### config.mk
export PLATFORM = sky130hd
export DESIGN_NAME = survivor_traceback
export DESIGN_NICKNAME = d
export VERILOG_FILES = /design/src/rtl/viterbi_pkg.sv /design/src/rtl/survivor_ram.sv /design/src/rtl/survivor_traceback.sv
export SDC_FILE = /design/constraint.sdc
export NUM_CORES = 1
export LEC_CHECK = 0
export ABC_AREA = 1
export BUFFER_PORTS_ARGS = -buffer_cell sky130_fd_sc_hd__buf_2
export CAP_MARGIN = 20
export CORE_UTILIZATION = 50
export CTS_BUF_LIST = sky130_fd_sc_hd__clkbuf_4
export CTS_CLUSTER_DIAMETER = 120
export DETAILED_ROUTE_END_ITERATION = 8
export GPL_TIMING_DRIVEN = 0
export PLACE_DENSITY_LB_ADDON = 0.15
export SETUP_SLACK_MARGIN = 0.15
export SKIP_LAST_GASP = 1
export SYNTH_ARGS = -nofsm -noshare
export SYNTH_HDL_FRONTEND = slang
export SYNTH_SLANG_ARGS = --single-unit
export TNS_END_PERCENT = 30
### constraint.sdc
create_clock -name clk -period 4 [get_ports clk]
set_clock_uncertainty 0.05 [all_clocks]
set_input_delay 0.2 -clock clk [delete_from_list [all_inputs] [get_ports clk]]
set_output_delay 0.2 -clock clk [all_outputs]
set_load 0.1 [all_outputs]
### src/rtl/viterbi_pkg.sv
// viterbi_pkg: shared constants and types for the Viterbi decoder slice.
//   K, M, S      constraint length, state bits, number of trellis states
//   state_t      trellis state (M bits)
//   tb_state_e   traceback engine FSM states
//   pred()       predecessor of a trellis state given its survivor decision bit
package viterbi_pkg;

  localparam int unsigned K = 5;
  localparam int unsigned M = K - 1;
  localparam int unsigned S = 1 << M;

  typedef logic [M-1:0] state_t;

  typedef enum logic [1:0] {
    IDLE,
    SKIP,
    DECODE,
    DRAIN
  } tb_state_e;

  // The decision bit is the state LSB that was shifted out when entering `state`.
  function automatic state_t pred(input state_t state, input logic b);
    return {state[M-2:0], b};
  endfunction

endpackage

### src/rtl/survivor_ram.sv
// survivor_ram: D x S survivor-decision storage for the traceback engine.
//   clk        clock
//   wr_en      write strobe
//   wr_addr    row written
//   wr_data    S decision bits of that row
//   rd_row     row read (combinational)
//   rd_state   state index inside rd_row
//   rd_bit     decision bit of rd_state in rd_row
// No reset: contents are only read after being written.
module survivor_ram #(
  parameter int unsigned D  = 32,
  parameter int unsigned S  = 16,
  parameter int unsigned AW = 5,
  parameter int unsigned SW = 4
) (
  input  logic          clk,
  input  logic          wr_en,
  input  logic [AW-1:0] wr_addr,
  input  logic [S-1:0]  wr_data,
  input  logic [AW-1:0] rd_row,
  input  logic [SW-1:0] rd_state,
  output logic          rd_bit
);

  logic [S-1:0] mem [D];

  always_ff @(posedge clk) begin
    if (wr_en) begin
      mem[wr_addr] <= wr_data;
    end
  end

  assign rd_bit = mem[rd_row][rd_state];

endmodule

### src/rtl/survivor_traceback.sv
// survivor_traceback: survivor-path ring memory plus traceback engine.
// Each traceback walks back TB_LEN rows from the newest row, decodes the next
// BLK rows, releases the BLK oldest rows and then emits those BLK bits oldest
// first over a valid/ready handshake.
//   clk, rst      clock, synchronous active-high reset
//   wr_en         survivor row valid; accepted when wr_en && wr_ready
//   wr_ready      ring not full
//   surv_row      S decision bits, bit s = decision of state s
//   best_state    best-metric state of this row (TB_BEST_STATE_EN only)
//   out_valid     decoded bit valid
//   out_ready     consumer ready
//   out_bit       decoded bit, oldest first
//   busy          traceback engine active
//   occupancy     rows held (written, not yet released)
// Build option: define TB_BEST_STATE_EN to start traceback from the registered
// best state of the newest row instead of state 0.
module survivor_traceback
  import viterbi_pkg::*;
#(
  parameter int unsigned K      = 5,
  parameter int unsigned TB_LEN = 15,
  parameter int unsigned BLK    = 8,
  parameter int unsigned D      = 32
) (
  input  logic                   clk,
  input  logic                   rst,
  input  logic                   wr_en,
  output logic                   wr_ready,
  input  logic [S-1:0]           surv_row,
  input  logic [M-1:0]           best_state,
  output logic                   out_valid,
  input  logic                   out_ready,
  output logic                   out_bit,
  output logic                   busy,
  output logic [$clog2(D+1)-1:0] occupancy
);

  localparam int unsigned OW   = $clog2(D + 1);
  localparam int unsigned AW   = (D > 1) ? $clog2(D) : 1;
  localparam int unsigned CMAX = (TB_LEN > BLK) ? TB_LEN : BLK;
  localparam int unsigned CW   = (CMAX > 1) ? $clog2(CMAX) : 1;
  localparam int unsigned IW   = (BLK > 1) ? $clog2(BLK) : 1;

  // State width comes from viterbi_pkg; K is kept on the port list only so
  // existing instantiations still elaborate, and must agree with the package.
  if (K != viterbi_pkg::K) begin : g_k_check
    $error("survivor_traceback: K must equal viterbi_pkg::K");
  end
  if (D < TB_LEN + BLK) begin : g_depth_check
    $error("survivor_traceback: D must be >= TB_LEN + BLK");
  end
  if (TB_LEN < 1 || BLK < 1) begin : g_len_check
    $error("survivor_traceback: TB_LEN and BLK must be >= 1");
  end

  tb_state_e      state_q, state_d;
  logic [AW-1:0]  wr_ptr_q, rd_row_q;
  logic [OW-1:0]  occ_q;
  state_t         trel_q, start_state;
  logic [CW-1:0]  step_q;
  logic [IW-1:0]  rd_idx_q, obuf_wr_idx;
  logic [BLK-1:0] obuf_q;

  logic wr_fire, trigger, skip_done, decode_done, drain_done;
  logic walking, drain_fire, ram_bit;

  survivor_ram #(
    .D (D),
    .S (S),
    .AW(AW),
    .SW(M)
  ) u_ram (
    .clk     (clk),
    .wr_en   (wr_fire),
    .wr_addr (wr_ptr_q),
    .wr_data (surv_row),
    .rd_row  (rd_row_q),
    .rd_state(trel_q),
    .rd_bit  (ram_bit)
  );

`ifdef TB_BEST_STATE_EN
  state_t best_q;

  always_ff @(posedge clk) begin
    if (rst) begin
      best_q <= '0;
    end else if (wr_fire) begin
      best_q <= best_state;
    end
  end

  assign start_state = best_q;
`else
  logic best_state_unused;

  assign best_state_unused = ^best_state;
  assign start_state       = '0;
`endif

  assign wr_ready   = (occ_q < OW'(D));
  assign wr_fire    = wr_en && wr_ready;
  assign busy       = (state_q != IDLE);
  assign out_valid  = (state_q == DRAIN);
  assign out_bit    = out_valid ? obuf_q[rd_idx_q] : 1'b0;
  assign occupancy  = occ_q;
  assign walking    = (state_q == SKIP) || (state_q == DECODE);
  assign drain_fire = out_valid && out_ready;

  always_ff @(posedge clk) begin
    if (rst) begin
      state_q <= IDLE;
    end else begin
      state_q <= state_d;
    end
  end

  always_comb begin
    state_d     = state_q;
    trigger     = 1'b0;
    skip_done   = 1'b0;
    decode_done = 1'b0;
    drain_done  = 1'b0;
    unique case (state_q)
      IDLE: begin
        // Registered occupancy only: a write in the trigger cycle is not traced.
        if (occ_q >= OW'(TB_LEN + BLK)) begin
          trigger = 1'b1;
          state_d = SKIP;
        end
      end
      SKIP: begin
        if (step_q == CW'(TB_LEN - 1)) begin
          skip_done = 1'b1;
          state_d   = DECODE;
        end
      end
      DECODE: begin
        if (step_q == CW'(BLK - 1)) begin
          decode_done = 1'b1;
          state_d     = DRAIN;
        end
      end
      DRAIN: begin
        if (out_ready && rd_idx_q == IW'(BLK - 1)) begin
          drain_done = 1'b1;
          state_d    = IDLE;
        end
      end
      default: state_d = IDLE;
    endcase
  end

  always_ff @(posedge clk) begin
    if (rst) begin
      wr_ptr_q <= '0;
      occ_q    <= '0;
      rd_row_q <= '0;
      trel_q   <= '0;
      step_q   <= '0;
      rd_idx_q <= '0;
    end else begin
      if (wr_fire) begin
        wr_ptr_q <= (wr_ptr_q == AW'(D - 1)) ? '0 : wr_ptr_q + AW'(1);
      end
      // Release of the BLK oldest rows happens on the last DECODE step.
      occ_q <= occ_q + OW'(wr_fire) - (decode_done ? OW'(BLK) : '0);
      if (trigger) begin
        rd_row_q <= (wr_ptr_q == '0) ? AW'(D - 1) : wr_ptr_q - AW'(1);
        trel_q   <= start_state;
        step_q   <= '0;
      end else if (walking) begin
        rd_row_q <= (rd_row_q == '0) ? AW'(D - 1) : rd_row_q - AW'(1);
        trel_q   <= pred(trel_q, ram_bit);
        step_q   <= (skip_done || decode_done) ? '0 : step_q + CW'(1);
      end
      if (drain_fire) begin
        rd_idx_q <= drain_done ? '0 : rd_idx_q + IW'(1);
      end
    end
  end

  // Traceback produces bits newest first; store reversed so DRAIN reads 0..BLK-1.
  assign obuf_wr_idx = IW'(BLK - 1) - IW'(step_q);

  always_ff @(posedge clk) begin
    if (state_q == DECODE) begin
      obuf_q[obuf_wr_idx] <= trel_q[M-1];
    end
  end

endmodule

==> flow_summary.ini, run 1 <==
[logic_synthesis]
synth_nets = 2012
syn_area_per_cell_um2 = 11.7
synthCells = 1962
ys_seq_elements = 554
yosysSeqAreaShare_pct = 71.3
synthesis.area_um2 = 22900
yosysWarnings = 0
synth_cell_types = 34

[floorplanning]
fp.dieH_um = 216
coreArea_um2 = 44700
die_width_um = 216
initial_utilization_pct = 51.1
io_pins = 34
rows = 77
dieArea_um2 = 46600

[detailed_routing]
drt-initial-drc-count = 2283
first_pass_iters = 7
totalWireLength_um = 68500
viasPerCell = 5.83
drc = 0
antenna_left = 0
wl_per_cell_um = 23.8
vias = 16700

[timing]
setup_viol = 0
worst_pin_slew_ns = 0.968
maxSlewHeadroom_pct = 35.3
maxSlewViolCount = 0
finalCritPeriodShare_pct = 70.4
fmax_ghz = 0.355
rsz0062_at_grt = no
fin_tns_setup_ns = 0
fin_crit_ns = 2.81
hold_violations = 0
setup_ws_ns = 1.19

[pwr]
powerDensity_nw_per_um2 = 641
leakage_nw = 9.60
peakVddDrop_uv = 584

[grt]
use_met1_pct = 42.1
grt_start_max_net_pins = 33
met3_usage_pct = 7.19
grt_pass1_vias = 16100
met2_usage_pct = 45.4
grt_overflow = 0
grt_antenna_before_repair = 1
globalRoute.busiestLayer = met2
grt_pass1_wl_um = 101000
grtUsageTotal_pct = 29.8

[place]
place_area_um2 = 24300
dp_slack_ns = 1.26
hpwl_um = 43700
place_congestion = 0.893
port_buffers = 29
dp.cells = 2603

[worst_setup_path]
path_buf_inv = 3
critPathSlowestCell = nor2_2
cp-start-kind = flop
crit_type = flop to flop
cpLargestDelayFamily = simple AND/OR/NAND/NOR gates
crit_path_end_kind = flop
crit_fanout = 10
cp.arrival_ns = 3.28
max_stage_delay_ns = 0.84
crit_chain = inv_1 > nand2_1 > inv_1 > nand2_1 > nor2_2 > buf_16
required_ns = 4.47

[layout]
post-route-cell-area_um2 = 26300
mostFrequentLayoutCell = nand2_1
layout.cells.non_filler = 2872
drive_above_1_share_pct = 16.8
final_cell_mix = nand2_1, edfxtp_1, nand3_1, clkbuf_4, buf_2
num-nets-final = 2226
areaGrowthSynthToFinish_pct = 15.0
final_core_util_pct = 58.8
fillCellCount = 3696

[outcome]
status = finished clean

[clocking]
cts.sinks = 554
cts_buffers = 143
cts.clk_slew.worst_paths_ns = 0.06
cts_tree = done
cts_buffer_depth = 3
htreeDepth = 4
cts_root_buffer = clkbuf_4
postCtsSetupRepairBufs = 0
clk_latency_ns = 0.83

[job]
drv_cap = 0

[worst_hold_path]
hold_class = input pin to flop
## state kept, by name, summed over array words and instances, names as in the netlist, named ones only
signal / count
u_ram.mem: 512
obuf_q: 8
occupancy: 6
rd_row_q: 5
wr_ptr_q: 5
step_q: 4
trel_q: 4
rd_idx_q: 3
state_q: 2
## cells in the mapped netlist
master,n,share of area [%]
o21bai_1,2,0.066
buf_2,37,0.81
o21ai_0,18,0.39
nor3_1,8,0.18
o31ai_1,1,0.033
nor4_1,2,0.055
nand3_1,515,11
ha_1,26,1.4
nand4_1,2,0.055
or2_2,2,0.055
a31oi_1,1,0.027
edfxtp_1,520,68
nor2_1,72,1.2
buf_1,20,0.33
inv_2,1,0.016
a211oi_1,4,0.13
clkbuf_1,15,0.25
o32ai_1,2,0.077
nand2_1,557,9.1
clkinv_1,2,0.033
o2111ai_1,1,0.038
xnor2_1,1,0.038
a221oi_1,2,0.077
nand3b_1,1,0.033
inv_1,43,0.71
buf_6,9,0.44
buf_4,32,1.1
clkinv_4,1,0.038
and2_1,2,0.055
a21oi_1,24,0.53
dfxtp_1,34,3.0
o22ai_1,1,0.027
xor2_1,3,0.11
a211o_1,1,0.038
## cells by family (layout without fill, tap and decap cells)
logic type	count (synthesis)	after routing	synth area share, %
AND/OR/NAND/NOR	1161	1161	22.0
flip-flops	554	554	71.3
buffers and inverters	160	476	3.67
AO/OA/AOI/OAI	57	57	1.43
adder cells (fa/ha/maj)	26	26	1.42
XOR/XNOR	4	4	0.153
other	0	2	0
## per-layer routing
metal | share of wire [%] | up-vias
li1 | - | 7477
met1 | 41 | 8113
met2 | 46 | 1033
met3 | 11 | 125
met4 | 2.6 | 0
met5 | 0 | -
## power breakdown
part | leakage [nW] | switching (mW) | internal (mW) | total (mW)
clock network | 1.07 | 2.27 | 2.55 | 4.82
registers | 4.96 | 0.104 | 6.52 | 6.62
logic | 3.57 | 3.88 | 1.53 | 5.41
## final timing paths
path / from / endpoint / slack (ns) / depth (start not counted)
worst min register to register: step_q[0] / step_q[0] / 0.46 / 2
worst max register to register: occupancy[5] / u_ram.mem[6][7] / 1.19 / 6
worst max-delay path: occupancy[5] / u_ram.mem[6][7] / 1.19 / 6
worst min-delay path: rst / rd_row_q[2] / 0.19 / 5
## layout make-up
type | instances | area (µm²) | area share [%]
clock buffer | 213 | 1600 | 6.08
timing repair buffer | 69 | 738 | 2.81
tap | 592 | 741 | 2.82
inverter | 47 | 181 | 0.690
sequential | 554 | 16300 | 62.0
clock inverter | 34 | 181 | 0.690
multi-input combinational | 1248 | 5880 | 22.4
antenna | 2 | 5.00 | 0.0190
buffer | 113 | 658 | 2.50
## per-stage QoR
step,hold slack (ns),power [mW]
6_report,0.186,16.8
5_1_grt,0.168,17.6
4_1_cts,0.110,16.8
3_5_place_dp,0.449,12.0
3_3_place_gp,0.426,11.9
2_1_floorplan,0.249,10.2
## worst min-delay path: stages
cell	delay, ns
dlygate4sd3_1	0.52
buf_2	0.11
inv_1	0.04
o21ai_0	0.07
a31oi_1	0.07
## what timing repair did
action | CTS | global route
resized for setup | 0 | 0
hold buffers | 20 | 0
endpoints found under the hold margin | 538 | 0
(Power assumes the default switching activity.)
==> run 2: changes to the inputs <==
- clock period: 4 -> 2.9 ns (I/O delays scaled with it)
==> run 2 against run 1 <==
Die area did not move. Largest cell class unchanged. First-iteration DRC count fell by 0.96%. Highest routed layer unchanged. Fmax rose by 4.5%. Critical path depth rose by 8. Critical endpoint is now trel_q[0]. Critical path type unchanged.
==> flow_summary.ini, run 2 (synthesized netlist as in run 1, its figures left out) <==
[floorplanning]
die_width_um = 216
initial_utilization_pct = 51.1
io_pins = 34
dieArea_um2 = 46600
rows = 77
coreArea_um2 = 44700
fp.dieH_um = 216

[worst_setup_path]
crit_path_end_kind = flop
cpLargestDelayFamily = simple AND/OR/NAND/NOR gates
crit_chain = inv_1 > buf_2 > buf_1 > nand3_1 > nand3_1 > nand3_1 > nand3_1 > nand3_1 > nand3_1 > nand2_1 > nand2_1 > nand3_1 > nand2_1 > a21oi_1
crit_top_cell = nand3_1
cp.arrival_ns = 3.48
cp-start-kind = flop
path_buf_inv = 3
critPathSlowestCell = buf_1
required_ns = 3.69
max_stage_delay_ns = 0.53
crit_type = flop to flop
crit_fanout = 10

[detailed_routing]
antenna_left = 0
viasPerCell = 5.85
vias = 16800
drc = 0
wl_per_cell_um = 23.9
drt-initial-drc-count = 2261
totalWireLength_um = 68500
first_pass_iters = 5

[layout]
areaGrowthSynthToFinish_pct = 15.6
final_cell_mix = nand2_1, edfxtp_1, nand3_1, clkbuf_4, buf_2
post-route-cell-area_um2 = 26400
top_register = u_ram.mem
drive_above_1_share_pct = 17.6
num-nets-final = 2235
largest_reg_flops = 512
multi_input_area_um2 = 5880
regArea_um2 = 16300
mostFrequentLayoutCell = nand2_1
fillCellCount = 3696

[clocking]
cts_buffers = 147
cts_root_buffer = clkbuf_4
postCtsSetupRepairBufs = 0
cts_buffer_depth = 3
cts.sinks = 554
clk_latency_ns = 0.96
cts_tree = done
cts.clk_slew.worst_paths_ns = 0.07
htreeDepth = 4

[outcome]
status = finished clean

[pwr]
seq_power_share_pct = 39.3
powerDensity_nw_per_um2 = 881
combPwrFrac_pct = 32.0
p_sw_share_pct = 36.9
peakVddDrop_uv = 632
leakage_nw = 9.70
clkPwrFrac_pct = 28.8
p_int_mw = 14.7
p_sw_mw = 8.59

[grt]
grt_pass1_wl_um = 100000
grt_overflow = 0
grt_pass1_vias = 15800
grtUsageTotal_pct = 29.8
grt_antenna_before_repair = 2
grt_start_max_net_pins = 33

[timing]
fin_tns_setup_ns = 0
worst_pin_slew_ns = 0.985
maxSlewHeadroom_pct = 34.1
maxSlewViolCount = 0
fmax_ghz = 0.371
fin_crit_ns = 2.69
hold_violations = 0
rsz0062_at_grt = yes
setup_viol = 0
whs_ns = 0.129
finalCritPeriodShare_pct = 92.9

[place]
hpwl_um = 44300
place_area_um2 = 24400
place_congestion = 0.909
port_buffers = 29

[job]
drv_cap = 0

[worst_hold_path]
hold_class = input pin to flop
-- run 2: changes by cell type in the layout (fill, tap and decap cells not counted), sizes merged --
cell	before	now
clkinv	32	20
clkbuf	228	238
inv	47	44
dlygate4sd3	20	22
buf	147	146
clkinvlp	0	1
diode	2	1
-- run 2: through the flow --
step	utilization [%]	instances	total power [mW]	setup slack, ns
6_report	59.1	2868	23.3	0.207
5_1_grt	59.1	2868	24.4	0.125
4_1_cts	59.1	2867	23.3	0.189
3_5_place_dp	54.6	2606	16.6	0.190
3_3_place_gp	53.2	2583	16.4	-0.550
2_1_floorplan	-	1962	14.1	0.0141
-- run 2: timing repair --
item,CTS,global route
gates cloned,0,0
hold endpoints to repair,572,0
setup endpoints to repair,1,2
hold buffers,22,0
gates resized for setup,1,12
-- run 2: path summary, 6_finish.rpt --
kind,startpoint,endpoint,slack [ns],cells after the start
worst min-delay path,wr_en,wr_ptr_q[4],0.13,4
worst max-delay path,flop,trel_q[0],0.21,14
worst min register to register,rd_idx_q[2],rd_idx_q[2],0.46,2
worst max register to register,flop,trel_q[0],0.21,14
-- run 2: power groups by stage --
| stage | logic [mW] | registers, mW | clock network [mW] |
|---|---|---|---|
| 3_3_place_gp | 7.10 | 9.31 | 0 |
| 5_1_grt | 8.03 | 9.17 | 7.21 |
| 2_1_floorplan | 4.57 | 9.49 | 0 |
| 6_report | 7.45 | 9.14 | 6.70 |
| 3_5_place_dp | 7.30 | 9.31 | 0 |
| 4_1_cts | 7.34 | 9.14 | 6.78 |
-- run 2: cell type report --
type                            count  area share [%]
Antenna cell                        1         0.00947
Tap cell                          592            2.80
Buffer                            113            2.52
Clock buffer                      219            6.22
Clock inverter                     20           0.492
Inverter                           47           0.701
Timing Repair Buffer               74            3.33
Multi-Input combinational cell   1248            22.2
Sequential cell                   554            61.7
-- run 2: metal layers --
| layer | wire length [µm] | global-route usage, % | share of wire (%) | vias to the layer above |
|---|---|---|---|---|
| met1 | 28000 | 42.0 | 41 | 8178 |
| met3 | 7380 | 7.19 | 11 | 131 |
| met2 | 31500 | 44.9 | 46 | 966 |
| met4 | 1660 | 11.4 | 2.4 | 0 |
| met5 | 0 | 0 | 0 | - |
| li1 | - | - | - | 7489 |
-- run 2: worst reg2reg max path: cells and delay by family, from the launching register on --
kind | cells | cell delay [ns]
simple gates | 10 | 1.13
buf+inv | 3 | 1.01
flops | 1 | 0.33
compound gates | 1 | 0.05
==> run 3: changes to the inputs <==
- CORE_UTILIZATION: 50 -> 45
- SETUP_SLACK_MARGIN: 0.15 -> 0.4
==> run 3 against run 2 <==
Non-clock buffer count is 7 higher. Cell count is 3.7% higher. Total power is 1.9% higher. Largest power group unchanged. First-iteration DRC count is 11% lower. Worst setup slack better by 0.14 ns. Largest cell class unchanged. Highest routed layer is now met5.
==> flow_summary.ini, run 3 (synthesized netlist as in run 1, its figures left out) <==
[outcome]
status = finished clean

[worst_setup_path]
cp.arrival_ns = 3.36
cp-start-kind = flop
crit_path_end_kind = flop
crit_top_cell = nand3_1
crit_chain = clkbuf_1 > clkbuf_1 > nand3_1 > nand3_1 > nand3_1 > nand3_1 > nand2_1 > nand2_1 > nand3b_1 > nand2_1 > a21oi_1
crit_fanout = 10
max_stage_delay_ns = 0.60
critPathSlowestCell = clkbuf_1
cpLargestDelayFamily = buffers and inverters
crit_type = flop to flop
path_buf_inv = 2
required_ns = 3.71

[layout]
drive_above_1_share_pct = 19.6
largest_reg_flops = 512
areaGrowthSynthToFinish_pct = 17.6
num-nets-final = 2240
final_core_util_pct = 53.6
final_cell_mix = nand2_1, edfxtp_1, nand3_1, clkbuf_4, buf_2
top_register = u_ram.mem
mostFrequentLayoutCell = nand2_1

[timing]
fmax_ghz = 0.392
worst_pin_slew_ns = 0.952
maxSlewViolCount = 0
setup_viol = 0
setup_ws_ns = 0.350
maxSlewHeadroom_pct = 36.4
fin_crit_ns = 2.55
finalCritPeriodShare_pct = 87.9
rsz0062_at_grt = yes
hold_violations = 0
whs_ns = 0.0637

[place]
port_buffers = 29
hpwl_um = 44600
dp_slack_ns = 0.182
place_congestion = 0.873

[detailed_routing]
first_pass_iters = 5
wl_per_cell_um = 23.8
antenna_left = 0
vias = 16700
totalWireLength_um = 70700
drt-initial-drc-count = 2010
drc = 0
viasPerCell = 5.61

[clocking]
cts.clk_slew.worst_paths_ns = 0.07
cts.sinks = 554
clk_latency_ns = 1.00
htreeDepth = 4
cts_root_buffer = clkbuf_4
cts_tree = done
cts_buffers = 145
cts_buffer_depth = 3

[grt]
grtUsageTotal_pct = 28.2
grt_start_max_net_pins = 33
grt_pass1_wl_um = 103000
grt_pass1_vias = 16200
grt_antenna_before_repair = 4
grt_overflow = 0

[pwr]
clkPwrFrac_pct = 29.5
p_total_mw = 23.7
p_sw_mw = 8.74
p_sw_share_pct = 36.8
powerDensity_nw_per_um2 = 883
combPwrFrac_pct = 31.9
seq_power_share_pct = 38.6
p_int_mw = 15.0
peakVddDrop_uv = 880
leakage_nw = 9.88

[floorplanning]
initial_utilization_pct = 45.6
io_pins = 34
dieArea_um2 = 51700
rows = 82
fp.dieH_um = 227
coreArea_um2 = 50200
die_width_um = 227

[job]
drv_cap = 0

[worst_hold_path]
hold_class = input pin to flop
## run 3: layout make-up
type / instances / area (µm²)
Antenna cell: 9 / 22.5
Buffer: 113 / 701
Clock buffer: 228 / 1710
Clock inverter: 22 / 165
Fill cell: 4301 / 23300
Inverter: 47 / 190
Multi-Input combinational cell: 1248 / 5950
Sequential cell: 554 / 16300
Tap cell: 672 / 841
Timing Repair Buffer: 81 / 998
## run 3: power by group through the flow
stage	registers [mW]	logic [mW]	clock network [mW]
after global placement	9.31	7.23	0
after global routing	9.17	8.21	7.51
final	9.15	7.58	7.00
after detailed placement	9.32	7.39	0
after floorplan	9.49	4.59	0
after CTS	9.15	7.48	7.09
## run 3: worst paths after layout
| check | start | end | slack [ns] | cells after the start |
|---|---|---|---|---|
| setup / recovery | flop | trel_q[0] | 0.35 | 11 |
| setup reg to reg | flop | trel_q[0] | 0.35 | 11 |
| hold / removal | wr_en | wr_ptr_q[4] | 0.06 | 5 |
| hold reg to reg | rd_row_q[4] | flop | 0.45 | 2 |
## run 3: worst min-delay path, delay by kind of cell
| kind | cells | cell delay, ns |
|---|---|---|
| AND/OR/NAND/NOR | 1 | 0.10 |
| buffers and inverters | 2 | 0.62 |
| AO/OA/AOI/OAI | 2 | 0.20 |
## run 3: stage by stage
| stage | area, µm² | instances | TNS [ns] |
|---|---|---|---|
| global route | 26900 | 2968 | 0 |
| finish | 26900 | 2974 | 0 |
| floorplan | 22900 | 1962 | 0 |
| CTS | 26600 | 2953 | 0 |
| global placement | 23900 | 2663 | -153.00 |
| detailed placement | 24400 | 2680 | 0 |
## run 3: repair_timing
| action | CTS | global route |
|---|---|---|
| pin swaps | 0 | 7 |
| setup endpoints to repair | 7 | 154 |
| endpoints found under the hold margin | 572 | 0 |
| gates resized for setup | 31 | 14 |
| setup buffers | 0 | 12 |
| hold buffers | 23 | 0 |
## run 3: metal layers
metal,global-route usage [%],vias to the layer above,part of all wire (%)
li1,-,7536,-
met1,39.3,8176,42
met5,0,-,0.013
met4,10.0,2,2.3
met3,7.28,114,9.7
met2,42.9,861,46
